**config.mk**
```make
export PLATFORM = sky130hd
export DESIGN_NAME = ce_divider_bank
export DESIGN_NICKNAME = d
export VERILOG_FILES = /design/src/rtl/ce_divider_bank.sv
export SDC_FILE = /design/constraint.sdc
export NUM_CORES = 1
export LEC_CHECK = 0
export CAP_MARGIN = 40
export CORE_ASPECT_RATIO = 1.4
export CORE_MARGIN = 10
export CORE_UTILIZATION = 35
export DETAILED_ROUTE_END_ITERATION = 8
export GPL_TIMING_DRIVEN = 0
export PLACE_DENSITY = 0.53
export SYNTH_ARGS = -nofsm -noshare
export SYNTH_HDL_FRONTEND = slang
export SYNTH_SLANG_ARGS = --single-unit
```
**constraint.sdc**
```tcl
create_clock -name clk -period 4.2 [get_ports clk]
set_input_delay 1.26 -clock clk [delete_from_list [all_inputs] [get_ports clk]]
set_output_delay 1.26 -clock clk [all_outputs]
set_load 0.02 [all_outputs]
```
**src/rtl/ce_divider_bank.sv**
```systemverilog
// Clock-enable generator bank: CPU p/n enable pair with a runtime period,
// NUM_CH integer-divided channel enables and one fractional (NCO) enable.
module ce_divider_bank #(
    parameter int unsigned NUM_CH          = 3,
    parameter int unsigned DIV_W           = 8,
    parameter int unsigned ACC_W           = 16,
    parameter int unsigned CPU_DIV_DEFAULT = 16
) (
    input  logic                     clk,
    input  logic                     reset,
    input  logic [DIV_W-1:0]         cpu_div,
    input  logic                     cpu_stall,
    input  logic [NUM_CH*DIV_W-1:0]  ch_div,
    input  logic [NUM_CH-1:0]        ch_en,
    input  logic [ACC_W-1:0]         frac_inc,
    input  logic                     resync,
    output logic                     cpu_ce_p,
    output logic                     cpu_ce_n,
    output logic [NUM_CH-1:0]        ch_ce,
    output logic                     frac_ce,
    output logic [DIV_W-1:0]         cpu_div_active
);

    localparam logic [DIV_W-1:0] CPU_DIV_RST = DIV_W'(CPU_DIV_DEFAULT);
    localparam logic [DIV_W-1:0] DIV_MIN     = DIV_W'(2);

    logic [DIV_W-1:0] cpu_cnt;
    logic [DIV_W-1:0] cpu_div_san;
    logic [DIV_W-1:0] cpu_half;
    logic             cpu_wrap;
    logic [DIV_W-1:0] ch_cnt [NUM_CH];
    logic [DIV_W-1:0] ch_lat [NUM_CH];
    logic [ACC_W-1:0] acc;
    logic [ACC_W:0]   acc_sum;

    // Period sanitising (even, >=2), CPU decode terms and NCO sum
    always_comb begin
        cpu_div_san = {cpu_div[DIV_W-1:1], 1'b0};
        if (cpu_div_san < DIV_MIN) begin
            cpu_div_san = DIV_MIN;
        end
        cpu_half = cpu_div_active >> 1;
        cpu_wrap = (cpu_cnt == (cpu_div_active - DIV_W'(1)));
        acc_sum  = {1'b0, acc} + {1'b0, frac_inc};
    end

    // CPU counter, period update at the wrap, and p/n enables
    always_ff @(posedge clk) begin
        if (reset) begin
            cpu_cnt        <= '0;
            cpu_ce_p       <= 1'b0;
            cpu_ce_n       <= 1'b0;
            cpu_div_active <= CPU_DIV_RST;
        end else if (resync) begin
            cpu_cnt  <= '0;
            cpu_ce_p <= 1'b0;
            cpu_ce_n <= 1'b0;
        end else begin
            cpu_ce_p <= (cpu_cnt == '0) && !cpu_stall;
            cpu_ce_n <= (cpu_cnt == cpu_half) && !cpu_stall;
            if (!cpu_stall) begin
                if (cpu_wrap) begin
                    cpu_cnt        <= '0;
                    cpu_div_active <= cpu_div_san;
                end else begin
                    cpu_cnt <= cpu_cnt + DIV_W'(1);
                end
            end
        end
    end

    // Integer channels: divisor latched on wrap, counter parked while disabled
    always_ff @(posedge clk) begin
        for (int unsigned i = 0; i < NUM_CH; i++) begin
            if (reset) begin
                ch_cnt[i] <= '0;
                ch_lat[i] <= ch_div[i*DIV_W +: DIV_W];
                ch_ce[i]  <= 1'b0;
            end else if (resync) begin
                ch_cnt[i] <= '0;
                ch_ce[i]  <= 1'b0;
            end else if (!ch_en[i]) begin
                ch_cnt[i] <= '0;
                ch_ce[i]  <= 1'b0;
            end else begin
                ch_ce[i] <= (ch_cnt[i] == '0);
                if (ch_cnt[i] == ch_lat[i]) begin
                    ch_cnt[i] <= '0;
                    ch_lat[i] <= ch_div[i*DIV_W +: DIV_W];
                end else begin
                    ch_cnt[i] <= ch_cnt[i] + DIV_W'(1);
                end
            end
        end
    end

    // Fractional NCO: accumulator carry becomes the enable
    always_ff @(posedge clk) begin
        if (reset || resync) begin
            acc     <= '0;
            frac_ce <= 1'b0;
        end else begin
            acc     <= acc_sum[ACC_W-1:0];
            frac_ce <= acc_sum[ACC_W];
        end
    end

endmodule

```
==> qor.yml, run 1 <==
drtIter0Drc: 156
synth_top_area_share_pct: 31.10
die_area_um2: 18310
clk_latency_ps: 340
die_h_um: 156.2
grt_max_degree: 14
slowest_stage: "fa_1"
arrival_ps: 3600
fin_crit_sh_pct: 79.45
fmax_mhz: 299.7
antenna_found_initial: 0
cts_sinks: 85
clkTransAtPathRegs_ps: 60
async_flop_share_pct: 0
power.leakage_nw: 2.310
clockPowerShare_pct: 39.3
startpoint_type: "input port"
io_pins: 69
dp_hpwl_um: 7974
outcome: "finished clean"
wl_per_cell_um: 14.05
crit_type: "in2reg"
core_um2: 12940
fin_setup_tns_ps: 0
synth_area_um2: 4634
globalRouteOverflowTotal: 0
peakVddDrop_uv: 142.4
drive_above_1_share_pct: 6.115
cts-htree-levels: 3
ys_top_cells_by_area: "edfxtp_1, dfxtp_1, xor2_1, ha_1, nor2_1"
ys_warn_count: 0
sequentialPowerShare_pct: 48.1
slew_headroom_pct: 51.96
cpPeakStageDelay_ps: 410
skew_ps: 7.413
root_buffer: "clkbuf_16"
p_sw_mw: 0.4652
cts_setup_buffers: 0
gp_congestion: 0.8099
yosysTopAreaCell: "edfxtp_1"
via_count: 3440
nNetsFinal: 632
post_cts_resized: 0
crit_chain: "clkdlybuf4s50_1, ha_1, fa_1, a21oi_1, nor2_1, or2_2, a311o_1, o21ai_1, nor3b_1"
finalPower_mw: 1.972
ys_top_cells_by_count: "nor2_1, xor2_1, edfxtp_1, dfxtp_1, nand3_1"
dr.pass1.iters: 4
synth_seq_cells: 85
vias_per_cell: 4.687
end_kind: "flip-flop"
synth_edf_count: 48
cts_buffers: 9
grt_pass1_wl_um: 17060
hold_buffers: 0
p_int_mw: 1.506
synthCells: 449
start_util_pct: 35.83
holdWs_ps: 521.9
comb_power_share_pct: 12.6
clock_path_buffers: 2
grt_usage_pct: 11.87
drc: 0
die_x_um: 117.3
setup_viol: 0
p_sw_share_pct: 23.60
rows: 49
worstPathRequired_ps: 4460
power_density_nw_per_um2: 334.3
crit_fanout: 3
worst_slew_pin_slew_ps: 714.5
slew_viol_final: 0
hold_violations: 0
min_period_ps: 3337
critPathTopFamily: "compound AO/OA/AOI/OAI gates"
syn_avg_cell_area_um2: 10.32
syn_to_final_growth_pct: 27.24
hold_class: "reg2reg"
totalWireLength_um: 10310
grt_pass1_vias: 3584
rsz0062_at_grt: "false"
seq_area_frac_synth_pct: 47.08
tritoncts: "built"
numPortBuffers: 65
max_cap_violations: 0
cp.buffers_inverters: 1
insertedDiodeCount: 0
yosysMostFrequentCell: "nor2_1"
netlist-cell-type-count: 56
ant_nets: 0
synth_top_flop_cell: "edfxtp_1"
## routing by layer
metal  track usage [%]  routed length, um
met1             13.01               4333
met4             4.427                191
met5                 0                  0
met2             19.87               5034
met3             4.927                751
## through the flow
step	area, um^2	std cells	worst slack, ps	utilization, %
after floorplan	4721	472	1131	-
after global placement	5594	715	512.3	43.24
after detailed placement	5612	718	529.3	43.38
after CTS	5897	734	885.3	45.58
after global routing	5897	734	697.9	45.58
final	5897	734	863.2	45.58
## final timing paths
kind	from	end	slack, ps	cells past startpoint
worst min-delay path	ch_cnt[2][7]$_SDFFCE_PN0P_	ch_ce[2]$_SDFF_PP0_	520	1
worst max-delay path	frac_inc[0]	acc[14]$_SDFF_PP0_	860	9
worst min register to register	ch_cnt[2][7]$_SDFFCE_PN0P_	ch_ce[2]$_SDFF_PP0_	520	1
worst max register to register	cpu_div_active[2]$_SDFFE_PP0P_	cpu_cnt[2]$_SDFFE_PP0N_	1680	8
## layout make-up
type	instances	area (um^2)
fillers	1265	7039
multi-input cells	351	2357
clock inverters	4	48.80
well taps	178	222.7
repair buffers	68	668.1
plain buffers	16	106.4
flip-flops and latches	85	2182
clock buffers	12	236.5
inverters	20	75.07
## power by group through the flow
stage / Sequential, mW / Combinational [mW] / Clock (mW)
2_1_floorplan: 0.959 / 0.156 / 0
3_3_place_gp: 0.966 / 0.243 / 0
3_5_place_dp: 0.966 / 0.247 / 0
4_1_cts: 0.949 / 0.249 / 0.802
5_1_grt: 0.953 / 0.280 / 0.835
6_report: 0.948 / 0.248 / 0.776
## flip-flops by register name, summed over array words and instances, names as in the netlist
name / count
ch_cnt: 24
ch_lat: 24
acc: 16
cpu_cnt: 8
cpu_div_active: 7
ch_ce: 3
cpu_ce_n: 1
cpu_ce_p: 1
frac_ce: 1
## placed cells by master (no fill, tap or decap), types with 3 or more instances in the layout
master and count:
ha_1 25, a21oi_1 13, a21o_1 6, and3_1 7
buf_6 4, nor4b_1 4, inv_1 20, nand4_1 4
xor2_1 49, nor2b_1 5, or2_2 4, dfxtp_1 37
nand3_1 29, nor2_1 55, clkbuf_16 9, xnor2_1 22
nor3_1 8, a211oi_1 5, edfxtp_1 48, o21ai_0 15
nand2b_1 4, nand2_1 16, nor4_1 13, o21a_1 3
clkbuf_1 11, a22o_1 6, clkdlybuf4s50_1 65, buf_2 4
and2_1 4, conb_1 25
## logic make-up after synthesis
logic type	count (synthesis)	share of synthesized area [%]
mux	1	0.2160
xor+xnor	72	13.90
buf+inv	36	3.915
compound gates	63	9.287
simple gates	164	18.25
fa+ha+maj	26	7.181
flops	85	47.08
other cells	2	0.1620
No activity file was read; power rests on OpenSTA's default activity.
==> run 2, diff against run 1 <==
Clock period 4.2 ns to 3.4 ns, I/O delays scaled along.
==> results of run 2 <==
Same layout as run 1 (identical final DEF). Status: finished clean.
Among the figures that moved: setup slack after placement 529.3 ps -> -30.74 ps; setup slack after layout 863.2 ps -> 303.2 ps; register-to-register setup slack 1680 ps -> 880 ps; total power 1.972 mW -> 2.435 mW; worst IR drop on VDD 142.4 uV -> 176.0 uV
==> run 3, diff against run 2 <==
Settings changed: CORE_MARGIN 10 to 2, GPL_TIMING_DRIVEN 0 to not set.
Clock period 3.4 ns to 3.1 ns, I/O delays scaled along.
==> run 3 against run 2 <==
  * Clock power up 24%
  * Design area up 0.83%
  * Largest power group unchanged
  * Sequential cell count unchanged
  * Routed wire length down 7.3%
  * Highest routed layer unchanged
  * Sequential share of layout area down 0.30 points
  * Power up 16%
  * Critical path depth unchanged
  * Non-clock buffer count up 2
  * Clock skew about the same
  * Combinational power up 16%
==> qor.yml, run 3 (synthesis results as in run 1) <==
power.leakage_nw: 2.368
die_area_um2: 14190
p_sw_mw: 0.6561
min_to: "ch_ce[2]$_SDFF_PP0_"
cts_buffers: 9
tritoncts: "built"
clockPowerShare_pct: 42.1
skew_ps: 7.575
antenna_found_initial: 0
max_cap_violations: 0
grt_pass1_wl_um: 16170
insertedDiodeCount: 0
stdcell_area_um2: 5946
die_h_um: 140.2
drtIter0Drc: 98
syn_to_final_growth_pct: 28.29
numPortBuffers: 66
rows: 49
totalWireLength_um: 9560
cts-htree-levels: 3
fin_util_pct: 46.18
startpoint_type: "input port"
wl_met3_um: 350
rsz0062_at_grt: "false"
r2r_slack_ps: 590
setup_viol: 0
post_dp_cell_area_um2: 5617
fin_crit_sh_pct: 94.13
dr.pass1.iters: 6
wl_per_cell_um: 13.45
end_kind: "flip-flop"
slew_viol_final: 0
io_pins: 69
stdcell_count: 711
nNetsFinal: 634
sequentialPowerShare_pct: 45.4
worstHoldStart: "ch_cnt[2][7]$_SDFFCE_PN0P_"
highest_layer: "met4"
rr_startpoint: "cpu_div_active[1]$_SDFFE_PP0P_"
n_fill_cell: 1257
crit_fanout: 3
wl_met2_um: 4808
hold_violations: 0
fmax_mhz: 342.7
reg2reg_depth: 8
worstPathRequired_ps: 3360
die_x_um: 101.3
post_cts_resized: 0
drt-met1-wl_um: 4272
r2r-end: "cpu_div_active[3]$_SDFFE_PP0P_"
top_regs: "ch_cnt: 24 flops, ch_lat: 24 flops, acc: 16 flops"
comb_power_share_pct: 12.6
grt_usage_pct: 14.43
peakVddDrop_uv: 211.7
grt_max_degree: 16
clock_path_buffers: 2
root_buffer: "clkbuf_16"
holdWs_ps: 523.6
hold_class: "reg2reg"
dp_hpwl_um: 7405
ant_nets: 0
p_sw_share_pct: 23.20
gp_congestion: 0.8283
power_density_nw_per_um2: 475.6
vias_per_cell: 4.768
drive_above_1_share_pct: 8.244
place_inst: 695
final_common_cell: "clkdlybuf4s50_1"
cts_setup_buffers: 0
cp-startpoint: "frac_inc[0]"
fin_setup_tns_ps: 0
clkTransAtPathRegs_ps: 70
clk_latency_ps: 340
whs_path_depth: 1
via_count: 3390
globalRouteOverflowTotal: 0
cts_sinks: 85
grt_pass1_vias: 3521
crit_type: "in2reg"
outcome: "finished clean"
min_period_ps: 2918
p_int_mw: 2.172
start_util_pct: 36.00
final_cell_mix: "clkdlybuf4s50_1, nor2_1, xor2_1, edfxtp_1, dfxtp_1"
hold_buffers: 0
drc: 0
arrival_ps: 3180
core_um2: 12870
[run 3: area by class of cell]
type | count | area [um^2] | area share (%)
multi-input combinational | 351 | 2357 | 39.65
tap | 153 | 191.4 | 3.220
clock inverter | 6 | 90.09 | 1.515
timing repair buffer | 86 | 810.8 | 13.64
clock buffer | 10 | 239.0 | 4.019
inverter | 20 | 75.07 | 1.263
sequential | 85 | 2182 | 36.70
[run 3: worst max-delay path by stage]
stage	depth (start not counted)	slack, ps	to
floorplan	8	360	acc[14]$_SDFF_PP0_
global placement	9	-170	acc[14]$_SDFF_PP0_
detailed placement	9	-180	acc[14]$_SDFF_PP0_
CTS	9	180	acc[14]$_SDFF_PP0_
global route	8	20	acc[9]$_SDFF_PP0_
finish	9	180	acc[14]$_SDFF_PP0_
[run 3: layer usage]
layer	up-vias	track usage (%)
met1	1557	17.31
li1	1773	-
met4	0	4.481
met5	-	0
met2	53	24.71
met3	7	4.092
[run 3: metrics by stage]
| step | power [mW] | worst slack [ps] |
|---|---|---|
| detailed placement | 1.665 | -179.0 |
| global route | 2.962 | 18.94 |
| finish | 2.828 | 181.9 |
| global placement | 1.662 | -174.2 |
| CTS | 2.871 | 177.1 |
| floorplan | 1.511 | 361.5 |
[run 3: critical path: stages]
cell and delay [ps]:
clkdlybuf4s50_1 400, ha_1 230, fa_1 390, a21oi_1 200, nor2_1 80, or2_2 300
a311o_1 290, o21ai_1 170, nor3b_1 180
[run 3: power groups by stage]
stage / Sequential, mW / Combinational, mW / Clock (mW)
after global routing: 1.29 / 0.401 / 1.27
after global placement: 1.31 / 0.353 / 0
final: 1.28 / 0.355 / 1.19
after floorplan: 1.30 / 0.211 / 0
after CTS: 1.28 / 0.359 / 1.23
after detailed placement: 1.31 / 0.356 / 0
==> patch (settings of run 1) <==
Change the parameter `CPU_DIV_DEFAULT` from 16 to 12.
--- a/src/rtl/ce_divider_bank.sv
+++ b/src/rtl/ce_divider_bank.sv
@@ -5,5 +5,5 @@
     parameter int unsigned DIV_W           = 8,
     parameter int unsigned ACC_W           = 16,
-    parameter int unsigned CPU_DIV_DEFAULT = 16
+    parameter int unsigned CPU_DIV_DEFAULT = 12
 ) (
     input  logic                     clk,
Behaviour: not the same (Yosys sat finds a counterexample within 4 cycles, from zero or initial values and one cycle with reset high).
==> patch against run 1 <==
- sequential cell count stayed put
- worst setup slack gained 19 ps
- cell area rose by 0.11%
- area after synthesis fell by 0.11%
- count of clock-buffer cells in the layout down 1
- utilization is essentially flat
- routed wire length about the same
- maximum frequency is 0.56% higher
- power up 0.21%
- final cell count did not move
- synthesized cell count stayed put
- worst hold slack improved by 3.5 ps
- first-iteration DRC count down 28%
- critical path type unchanged
==> patch: results (changes against run 1) <==
[pwr]
ir_drop_worst_case_vdd_uv = 164.5  ; was 142.4 uV
power.leakage_nw = 2.316  ; was 2.310 nW

[final_layout]
insertedDiodeCount = 0  ; unchanged
filler_cell_count = 1248  ; was 1265
post_route_cells_drive_above_1_share_pct = 6.655  ; was 6.115%
design.final.nets = 632  ; unchanged

[placed_design]
gp_routability_congestion = 0.8210  ; was 0.8099
place.detailed.hpwl_mm = 7.996  ; was 7.974 mm
buffer_ports.inserted = 65  ; unchanged
dpl_worst_slack_ps = 534.0  ; was 529.3 ps

[setup_path]
critical-path-max-stage-delay_ps = 410  ; about the same
cp.arrival_ps = 3580  ; was 3600 ps
crit_path_top_delay_cell = clkdlybuf4s50_1  ; was fa_1
timing.reg2reg.setup_slack_ps = 1710  ; was 1680 ps
worstReg2RegStart = cpu_div_active[2]$_SDFFE_PP1P_  ; was cpu_div_active[2]$_SDFFE_PP0P_
critical_path_peak_fanout = 3  ; unchanged
critical_path.top_delay_family = compound AO/OA/AOI/OAI gates  ; unchanged
ff_to_ff_path_depth = 8  ; unchanged

[min_path]
min_from = ch_cnt[2][7]$_SDFFCE_PN0P_  ; unchanged
worst_hold_path_type = flop to flop  ; unchanged

[grt]
pin_count_of_the_biggest_net_entering_global_routing = 15  ; was 14
use_met2_pct = 20.27  ; was 19.87%
gr_usage_total_pct = 11.81  ; was 11.87%
grt_use_met3_pct = 3.426  ; was 4.927%
first_pass_grt_wire_length_mm = 17.13  ; was 17.06 mm
globalRouteMet1Util_pct = 13.27  ; was 13.01%
number_of_global_route_vias_before_repair = 3647  ; was 3584

[route]
drt-total-wl_mm = 10.32  ; was 10.31 mm
via_count = 3476  ; was 3440
first_iter_violations = 113  ; was 156
first_pass_iters = 4  ; unchanged

[synth]
ys_top_cells_by_count = nor2_1 (54), xor2_1 (49), edfxtp_1 (48)  ; was nor2_1 (55), xor2_1 (49), edfxtp_1 (48)
synth_enable_flop_cells = 48  ; unchanged
synth-warning-count = 0  ; unchanged
synth_sequential_area_ratio_pct = 47.14  ; was 47.08%
netlist-cell-type-count = 55  ; was 56
ys_top_cells_by_area = edfxtp_1 (31%), dfxtp_1 (16%), xor2_1 (9.3%)  ; unchanged

[timing]
worst_clock_skew_ps = 6.360  ; was 7.413 ps
worst-slew-pin-transition_ps = 734.0  ; was 714.5 ps

[clocking]
clock_insertion_delay_at_the_later_pin_of_the_skew_report_ps = 340  ; about the same
post-cts-setup-buffer-count = 0  ; unchanged
clockBufferDepth = 2  ; unchanged
post_cts_resized = 0  ; unchanged

[run_status]
status = finished clean  ; unchanged

## patch: report_power, final
group | internal [mW] | switching [mW] | leakage, nW
clock network | 0.452 | 0.328 | 0.150
registers | 0.920 | 0.0283 | 0.783
logic | 0.126 | 0.122 | 1.38
total | 1.50 | 0.478 | 2.32
## patch: worst max path at each step
stage / end / slack (ps) / cells past startpoint
2_1_floorplan: acc[14]$_SDFF_PP0_ / 1130 / 8
3_3_place_gp: acc[14]$_SDFF_PP0_ / 510 / 9
3_5_place_dp: acc[14]$_SDFF_PP0_ / 530 / 9
4_1_cts: acc[14]$_SDFF_PP0_ / 890 / 9
5_1_grt: acc[9]$_SDFF_PP0_ / 620 / 8
6_report: acc[14]$_SDFF_PP0_ / 880 / 9
## patch: layout make-up
class | instances | area share, %
Multi-Input combinational cell | 350 | 39.83
Clock buffer | 11 | 4.472
Clock inverter | 5 | 0.5511
Tap cell | 178 | 3.773
Timing Repair Buffer | 68 | 11.32
Buffer | 16 | 1.759
Sequential cell | 85 | 36.96
Inverter | 21 | 1.335
## patch: per-stage QoR
stage / total power [mW] / utilization [%] / hold slack (ps) / std cells / instance area (um^2)
final: 1.976 / 45.63 / 525.4 / 734 / 5903
after global routing: 2.072 / 45.63 / 559.5 / 734 / 5903
after CTS: 2.006 / 45.63 / 527.1 / 734 / 5903
after detailed placement: 1.215 / 43.34 / 514.5 / 718 / 5607
after global placement: 1.211 / 43.21 / 508.3 / 715 / 5589
after floorplan: 1.115 / - / 480.6 / 472 / 4716
## patch: logic make-up after synthesis
kind of cell,after synthesis,share of synthesized area [%]
flops,85,47.14
xor+xnor,72,13.92
fa+ha+maj,26,7.189
compound gates,63,9.297
other cells,2,0.1622
buf+inv,37,3.946
simple gates,163,18.13
mux,1,0.2162
## patch: per-layer routing
| metal | up-vias | share of wire [%] |
|---|---|---|
| met3 | 13 | 6.1 |
| li1 | 1764 | - |
| met4 | 0 | 1.8 |
| met2 | 63 | 50 |
| met5 | - | 0 |
| met1 | 1636 | 42 |
